$ cat src/rtl/imm_decode_stage_if.sv
// Handshake bundle for the immediate decode stage: upstream word in, decoded entry out.
// The master drives the stage inputs; the stage itself connects through the slave modport.
interface imm_decode_stage_if #(
  parameter int XLEN = 32
) ();
  logic            flush;
  logic            in_valid;
  logic            in_ready;
  logic [XLEN-1:0] in_pc;
  logic [31:0]     in_instr;
  logic            out_valid;
  logic            out_ready;
  logic [XLEN-1:0] out_pc;
  logic [XLEN-1:0] out_imm;
  logic [2:0]      out_imm_type;
  logic [4:0]      out_rd;
  logic [6:0]      out_opcode;

  modport master (
    output flush, in_valid, in_pc, in_instr, out_ready,
    input  in_ready, out_valid, out_pc, out_imm, out_imm_type, out_rd, out_opcode
  );

  modport slave (
    input  flush, in_valid, in_pc, in_instr, out_ready,
    output in_ready, out_valid, out_pc, out_imm, out_imm_type, out_rd, out_opcode
  );
endinterface

$ cat src/rtl/imm_decode_stage.sv
// RV32I immediate decode stage with a main register and a one-entry skid buffer.
// in_ready comes straight from the skid valid flop, so it never depends on out_ready.
module imm_decode_stage #(
  parameter int XLEN = 32
) (
  input logic               clk,
  input logic               rst,
  imm_decode_stage_if.slave bus
);
  localparam logic [2:0] T_NONE = 3'd0;
  localparam logic [2:0] T_I    = 3'd1;
  localparam logic [2:0] T_S    = 3'd2;
  localparam logic [2:0] T_B    = 3'd3;
  localparam logic [2:0] T_U    = 3'd4;
  localparam logic [2:0] T_J    = 3'd5;
  localparam logic [2:0] T_Z    = 3'd6;

  localparam logic [6:0] OP_IMM    = 7'b0010011;
  localparam logic [6:0] OP_LOAD   = 7'b0000011;
  localparam logic [6:0] OP_JALR   = 7'b1100111;
  localparam logic [6:0] OP_STORE  = 7'b0100011;
  localparam logic [6:0] OP_BRANCH = 7'b1100011;
  localparam logic [6:0] OP_LUI    = 7'b0110111;
  localparam logic [6:0] OP_AUIPC  = 7'b0010111;
  localparam logic [6:0] OP_JAL    = 7'b1101111;
  localparam logic [6:0] OP_SYSTEM = 7'b1110011;

  typedef struct packed {
    logic [XLEN-1:0] pc;
    logic [XLEN-1:0] imm;
    logic [2:0]      ty;
    logic [4:0]      rd;
    logic [6:0]      op;
  } entry_t;

  entry_t          main_reg, main_next;
  entry_t          skid_reg, skid_next;
  logic            main_valid_reg, main_valid_next;
  logic            skid_valid_reg, skid_valid_next;
  logic [XLEN-1:0] dec_imm;
  logic [2:0]      dec_type;
  logic [31:0]     ins;
  entry_t          new_entry;
  logic            in_fire;
  logic            out_fire;

  assign ins = bus.in_instr;

  always_comb begin
    dec_imm  = '0;
    dec_type = T_NONE;
    case (ins[6:0])
      OP_IMM, OP_LOAD, OP_JALR: begin
        dec_type = T_I;
        dec_imm  = {{(XLEN-12){ins[31]}}, ins[31:20]};
      end
      OP_STORE: begin
        dec_type = T_S;
        dec_imm  = {{(XLEN-12){ins[31]}}, ins[31:25], ins[11:7]};
      end
      OP_BRANCH: begin
        dec_type = T_B;
        dec_imm  = {{(XLEN-13){ins[31]}}, ins[31], ins[7], ins[30:25], ins[11:8], 1'b0};
      end
      OP_LUI, OP_AUIPC: begin
        dec_type = T_U;
        dec_imm  = {{(XLEN-32){ins[31]}}, ins[31:12], 12'b0};
      end
      OP_JAL: begin
        dec_type = T_J;
        dec_imm  = {{(XLEN-21){ins[31]}}, ins[31], ins[19:12], ins[20], ins[30:21], 1'b0};
      end
      OP_SYSTEM: begin
        // funct3[2] selects the CSR immediate forms, whose rs1 field is an unsigned uimm
        if (ins[14]) begin
          dec_type = T_Z;
          dec_imm  = {{(XLEN-5){1'b0}}, ins[19:15]};
        end else begin
          dec_type = T_I;
          dec_imm  = {{(XLEN-12){ins[31]}}, ins[31:20]};
        end
      end
      default: begin
        dec_type = T_NONE;
        dec_imm  = '0;
      end
    endcase
  end

  always_comb begin
    new_entry.pc  = bus.in_pc;
    new_entry.imm = dec_imm;
    new_entry.ty  = dec_type;
    new_entry.rd  = ins[11:7];
    new_entry.op  = ins[6:0];
  end

  assign in_fire  = bus.in_valid && !skid_valid_reg;
  assign out_fire = main_valid_reg && bus.out_ready;

  always_comb begin
    main_next       = main_reg;
    skid_next       = skid_reg;
    main_valid_next = main_valid_reg;
    skid_valid_next = skid_valid_reg;
    if (bus.flush) begin
      main_valid_next = 1'b0;
      skid_valid_next = 1'b0;
    end else if (!main_valid_reg || out_fire) begin
      // skid is only ever occupied while in_ready is low, so no input can race it here
      if (skid_valid_reg) begin
        main_next       = skid_reg;
        main_valid_next = 1'b1;
        skid_valid_next = 1'b0;
      end else if (in_fire) begin
        main_next       = new_entry;
        main_valid_next = 1'b1;
      end else begin
        main_valid_next = 1'b0;
      end
    end else if (in_fire) begin
      skid_next       = new_entry;
      skid_valid_next = 1'b1;
    end
  end

  always_ff @(posedge clk) begin
    if (rst) begin
      main_reg       <= '0;
      skid_reg       <= '0;
      main_valid_reg <= 1'b0;
      skid_valid_reg <= 1'b0;
    end else begin
      main_reg       <= main_next;
      skid_reg       <= skid_next;
      main_valid_reg <= main_valid_next;
      skid_valid_reg <= skid_valid_next;
    end
  end

  assign bus.in_ready     = !skid_valid_reg;
  assign bus.out_valid    = main_valid_reg;
  assign bus.out_pc       = main_reg.pc;
  assign bus.out_imm      = main_reg.imm;
  assign bus.out_imm_type = main_reg.ty;
  assign bus.out_rd       = main_reg.rd;
  assign bus.out_opcode   = main_reg.op;
endmodule

$ cat src/flat_wrapper.sv
// flat-port wrapper written by rule: the top's interface ports become plain ports
module imm_decode_stage_flat 
#(
  parameter int XLEN = 32
)
  (clk, rst, bus_flush, bus_in_valid, bus_in_pc, bus_in_instr, bus_out_ready, bus_in_ready, bus_out_valid, bus_out_pc, bus_out_imm, bus_out_imm_type, bus_out_rd, bus_out_opcode);
  imm_decode_stage_if #(.XLEN(XLEN)) bus_i ();
  input logic clk;
  input logic rst;
  input wire logic [$bits(bus_i.flush)-1:0] bus_flush;
  input wire logic [$bits(bus_i.in_valid)-1:0] bus_in_valid;
  input wire logic [$bits(bus_i.in_pc)-1:0] bus_in_pc;
  input wire logic [$bits(bus_i.in_instr)-1:0] bus_in_instr;
  input wire logic [$bits(bus_i.out_ready)-1:0] bus_out_ready;
  output wire logic [$bits(bus_i.in_ready)-1:0] bus_in_ready;
  output wire logic [$bits(bus_i.out_valid)-1:0] bus_out_valid;
  output wire logic [$bits(bus_i.out_pc)-1:0] bus_out_pc;
  output wire logic [$bits(bus_i.out_imm)-1:0] bus_out_imm;
  output wire logic [$bits(bus_i.out_imm_type)-1:0] bus_out_imm_type;
  output wire logic [$bits(bus_i.out_rd)-1:0] bus_out_rd;
  output wire logic [$bits(bus_i.out_opcode)-1:0] bus_out_opcode;
  assign bus_i.flush = bus_flush;
  assign bus_i.in_valid = bus_in_valid;
  assign bus_i.in_pc = bus_in_pc;
  assign bus_i.in_instr = bus_in_instr;
  assign bus_i.out_ready = bus_out_ready;
  assign bus_in_ready = bus_i.in_ready;
  assign bus_out_valid = bus_i.out_valid;
  assign bus_out_pc = bus_i.out_pc;
  assign bus_out_imm = bus_i.out_imm;
  assign bus_out_imm_type = bus_i.out_imm_type;
  assign bus_out_rd = bus_i.out_rd;
  assign bus_out_opcode = bus_i.out_opcode;
  imm_decode_stage #(.XLEN(XLEN)) u_core (.clk(clk), .rst(rst), .bus(bus_i));
endmodule
$ cat config.mk
export PLATFORM = sky130hd
export DESIGN_NAME = imm_decode_stage_flat
export DESIGN_NICKNAME = d
export VERILOG_FILES = /design/src/rtl/imm_decode_stage_if.sv /design/src/rtl/imm_decode_stage.sv /design/src/flat_wrapper.sv
export SDC_FILE = /design/constraint.sdc
export NUM_CORES = 1
export LEC_CHECK = 0
export BUFFER_PORTS_ARGS = -buffer_cell sky130_fd_sc_hd__buf_2
export CELL_PAD_IN_SITES_DETAIL_PLACEMENT = 0
export CELL_PAD_IN_SITES_GLOBAL_PLACEMENT = 1
export CORE_MARGIN = 3
export CORE_UTILIZATION = 30
export DETAILED_ROUTE_END_ITERATION = 6
export PLACE_DENSITY_LB_ADDON = 0.1
export SETUP_SLACK_MARGIN = 0.15
export SYNTH_ARGS = -nofsm -noshare
export SYNTH_HDL_FRONTEND = slang
export SYNTH_SLANG_ARGS = --single-unit
$ cat constraint.sdc
create_clock -name clk -period 3.05 [get_ports clk]
set_input_delay 0.4575 -clock clk [delete_from_list [all_inputs] [get_ports clk]]
set_output_delay 0.4575 -clock clk [all_outputs]
set_load 0.02 [all_outputs]
### Word level (Yosys, flattened, before mapping)

Index checks and enable logic that the tools add are counted.

* input port bits: 69
* register bits after elaboration: 160
* memories: 0
* output and inout bits: 81
* bits in writable memories: 0
* latch bits: 0
* ROM bits: 0

* reductions and logical operators: 12
* bitwise logic cells: 2
* shift-type cells: 0
* $lt $le $gt $ge: 0
* muxes and demuxes: 8
* eq/ne operators: 9
* divide/modulo/power cells: 0
* $add $sub $neg: 0
* multiply operators: 0

Operator list (count)
* one-hot mux 32 bit (6 select lines): 1
* two-way mux 79 bit: 2
* two-way mux 32 bit: 1
* == test 7 bit (second input constant): 4
* one-hot mux 3 bit (6 select lines): 1
* == test 7 x 5 -> 1 bit (second input constant): 2
* == test 7 x 6 -> 1 bit (second input constant): 2
* == test 7 x 2 -> 1 bit (second input constant): 1
* AND reduction 3 bit: 2
* OR reduction 3 bit: 2
* OR reduction 2 bit: 2
* two-way mux 3 bit: 1
* logical AND 1 bit: 2
* logical NOT 1 bit: 2
* two-way mux 1 bit: 2
* NOT 1 bit: 2
* nonzero test 2 bit: 1
* logical OR 1 bit: 1

### Longest topological paths before layout

* word-level depth: 5
* depth in mapped cells: 7

### Worst setup path after synthesis

Ideal clock, no wire load.

* path type: in2reg
* from: input bus_in_instr[6]
* to: register u_core.main_reg, in the netlist u_core.bus.out_imm[10]
* cell stages on the path: 7
* setup slack: 1.178 ns
* arrival: 1.755 ns
* library setup time: 0.117 ns
* path through: buf_2 > and4b_1 > o21ai_0 > or3b_4 > buf_6 > a31oi_1 > nor2_1

* longest elaborated chain between the ends: 5
* elaborated cells between the ends (all ways): 14

RTL lines
* from (decl): RTL line flat_wrapper.sv:13 `input wire logic [$bits(bus_i.in_instr)-1:0] bus_in_instr;`
* == test 7 x 5 -> 1 bit (tied with other cells): RTL line imm_decode_stage.sv:52 `case (ins[6:0])`
* OR reduction 3 bit or OR reduction 2 bit (tied branches): RTL line imm_decode_stage.sv:52
* one-hot mux 32 bit (6 select lines) (*): RTL line imm_decode_stage.sv:52
* two-way mux 79 bit (*): RTL line imm_decode_stage.sv:115 `end else if (in_fire) begin`
* two-way mux 79 bit (*): RTL line imm_decode_stage.sv:111 `if (skid_valid_reg) begin`
* to (signal assigned): RTL line imm_decode_stage.sv:134 `main_reg <= main_next;`
* to (decl): RTL line imm_decode_stage.sv:36 `entry_t main_reg, main_next;`

Every way passes the cells marked *; elsewhere a longest branch is shown, timed or not. The select of a mux whose other input is x is not followed.
A chain may end at the register's enable or synchronous reset.

### Worst setup path after layout

* from: register u_core.main_valid_reg, in the netlist u_core.bus.out_valid
* to: register u_core.main_reg, in the netlist u_core.bus.out_imm[17]

* longest elaborated chain between the ends: 3
* elaborated cells between the ends (all ways): 4

RTL lines
* from (decl): RTL line imm_decode_stage.sv:38 `logic main_valid_reg, main_valid_next;`
* from (signal assigned): RTL line imm_decode_stage.sv:136 `main_valid_reg <= main_valid_next;`
* logical NOT 1 bit or logical AND 1 bit (tied branches): RTL line imm_decode_stage.sv:109, imm_decode_stage.sv:99
* logical OR 1 bit (*): RTL line imm_decode_stage.sv:109 `end else if (!main_valid_reg || out_fire) begin`
* AND reduction 3 bit (no source line) (*)

Every way passes the cells marked *; elsewhere a longest branch is shown, timed or not.

==> impl_metrics.env <==
export IMPL_status="complete, no violations"
export IMPL_clock_latency_ns=0.42
export IMPL_synth_cells=793
export IMPL_fillCellCount=2290
export IMPL_antenna_found_initial=0
export IMPL_path_cells="nor2b_1 -> or3_1 -> nor3_1 -> a22oi_1 -> nand3_1"
export IMPL_ys_warnings_count=0
export IMPL_clockBufferDepth=2
export IMPL_cts_tree="yes"
export IMPL_rsz0062_at_grt="no"
export IMPL_final_cell_mix="159 x dfxtp_1, 148 x buf_2, 127 x nand2_1"
export IMPL_htreeDepth=4
export IMPL_cts_setup_buffers=0
export IMPL_ys_flop_type="dfxtp_1"
export IMPL_clk_pin_slew_ns=0.06
export IMPL_yosysSeqAreaShare_pct=47.8
export IMPL_die_x_um=155
export IMPL_finalClockSkew_ns=0.00568
export IMPL_vias=6070
export IMPL_cp_slowest_stage_delay_ns=0.67
export IMPL_cpLargestDelayFamily="simple AND/OR/NAND/NOR gates"
export IMPL_largest_reg_flops=79
export IMPL_worst_pin_slew_ns=1.04
export IMPL_antenna_left=0
export IMPL_fmax_mhz=525
export IMPL_via_per_inst=5.06
export IMPL_core_region_area_um2=21900
export IMPL_synth_edf_count=0
export IMPL_syn_cell_area_um2=6700
export IMPL_hold_path_class="primary input to flip-flop"
export IMPL_hold_buffers=0
export IMPL_area_delta_synth_final_pct=22.1
export IMPL_finalWeightedCongestion=0.813
export IMPL_rows=54
export IMPL_crit_slowest_cell="nor3_1"
export IMPL_layout_drive_gt1_share_pct=22.7
export IMPL_syn_num_nets=862
export IMPL_die_y_um=155
export IMPL_grt_pass1_wl_um=32800
export IMPL_io_pins=150
export IMPL_ys_seq_elements=160
export IMPL_grt_pass1_vias=5900
export IMPL_max_cap_violations=0
export IMPL_crit_fanout=8
export IMPL_cp_end_kind="flip-flop"
export IMPL_worst_ir_drop_vdd_v=0.000321
export IMPL_routed_wirelength_um=20300
export IMPL_power_mw=4.70
export IMPL_layout_min_cycle_time_ns=1.91
export IMPL_final_common_cell="dfxtp_1"
export IMPL_syn_area_per_cell_um2=8.45
export IMPL_power_leakage_nw=3.13
export IMPL_arrival_ns=2.26
export IMPL_setup_ws_ns=1.14
export IMPL_slew_headroom_pct=30.9
export IMPL_setup_viol=0
export IMPL_path_class="flip-flop to flip-flop"
export IMPL_numCtsBuffers=17
export IMPL_pre_cts_slack_ns=0.877
export IMPL_async_flop_share_pct=0
export IMPL_synth_cell_types=50
export IMPL_ctsResizeCount=0
export IMPL_nets=973
export IMPL_start_kind="flip-flop"
export IMPL_hold_violations=0
export IMPL_wl_per_cell_um=16.9
export IMPL_worst_endpoint_required_ns=3.41
export IMPL_power_density_nw_per_um2=575
export IMPL_post_route_period_util_pct=62.5
export IMPL_dpl_hpwl_um=13400
export IMPL_drv_slew=0
export IMPL_clkSinkCount=160
export IMPL_cp_num_buf_inv=0
export IMPL_grt_overflow_total=0
export IMPL_port_buffers=149
export IMPL_start_util_pct=30.6
export IMPL_drtIter0Drc=346
export IMPL_setup_tns_ns=0
export IMPL_fp_dieArea_um2=24200
export IMPL_track_usage_pct=16.9
export IMPL_drc=0
export IMPL_first_pass_iters=7
export IMPL_root_buffer="clkbuf_16"
export IMPL_grt_max_degree=86
## synthesized netlist by cell type, drive strengths merged, types with 2 or more instances
library cell  count  share of area (%)
dfxtp           160                 48
nand2           127                7.1
nor2            119                6.7
a21oi            76                5.7
a211oi           71                8.0
clkbuf           52                3.4
mux2i            44                6.6
buf              18                1.8
nand3            16                1.2
o22ai            15                1.4
a32oi            11                1.4
o21ai            10               0.75
nor3              9               0.84
a22oi             8               0.90
and3              8               0.82
a31oi             6               0.56
a222oi            4               0.60
nand2b            4               0.37
or3               4               0.39
a221oi            3               0.39
nand3b            2               0.22
nand4b            2               0.26
o311ai            2               0.26
or2               2               0.19
## cells by family (layout without fill, tap and decap cells)
group           Yosys count  in the layout  share of synthesized area [%]
compound gates          215            215                           21.1
buf+inv                  72            196                           5.23
flops                   160            160                           47.8
mux                      44             44                           6.57
other cells               0              3                              0
simple gates            302            302                           19.3
## layer usage
metal / track usage, % / up-vias / wire length [µm] / share of wire (%)
met5: 0 / - / 0 / 0
met2: 26.4 / 174 / 9360 / 46
li1: - / 3045 / - / -
met1: 22.9 / 2818 / 9430 / 46
met3: 3.81 / 33 / 1090 / 5.3
met4: 6.09 / 0 / 445 / 2.2
## power by group
group | leakage [nW] | switching, mW | total, mW | internal [mW]
logic | 1.54 | 0.285 | 0.432 | 0.147
registers | 1.30 | 0.0316 | 2.18 | 2.15
clock network | 0.283 | 0.860 | 2.09 | 1.23
## worst min-delay path, delay by kind of cell
| kind | cells | cell delay [ns] |
|---|---|---|
| simple gates | 2 | 0.11 |
| buf+inv | 1 | 0.09 |
## layout make-up
| type | instances | area [µm²] | share of cell area (%) |
|---|---|---|---|
| Timing Repair Buffer | 162 | 871 | 10.6 |
| Tap cell | 280 | 350 | 4.28 |
| Clock buffer | 22 | 495 | 6.06 |
| Clock inverter | 10 | 82.6 | 1.01 |
| Inverter | 2 | 7.51 | 0.0918 |
| Antenna cell | 3 | 7.51 | 0.0918 |
| Multi-Input combinational cell | 561 | 3160 | 38.6 |
| Sequential cell | 160 | 3210 | 39.2 |
## stage by stage
step / hold WS, ns / util, % / instance area (µm²) / std cells
floorplan: 0.432 / - / 6700 / 793
CTS: 0.254 / 37.3 / 8170 / 1197
detailed placement: 0.448 / 34.7 / 7590 / 1165
finish: 0.269 / 37.4 / 8180 / 1200
global route: 0.273 / 37.3 / 8170 / 1197
global placement: 0.439 / 34.7 / 7590 / 1165
## path summary, 6_finish.rpt
kind	start	end	slack, ns	cells after the start
worst max-delay path	u_core.bus.out_valid	u_core.bus.out_imm[17]	1.14	5
worst min-delay path	bus_in_instr[13]	u_core.bus.out_imm[13]	0.27	3
worst max register to register	u_core.bus.out_valid	u_core.bus.out_imm[17]	1.14	5
worst min register to register	u_core.skid_reg[57]	u_core.skid_reg[57]	0.45	2
Power figures use the tool's default switching activity.
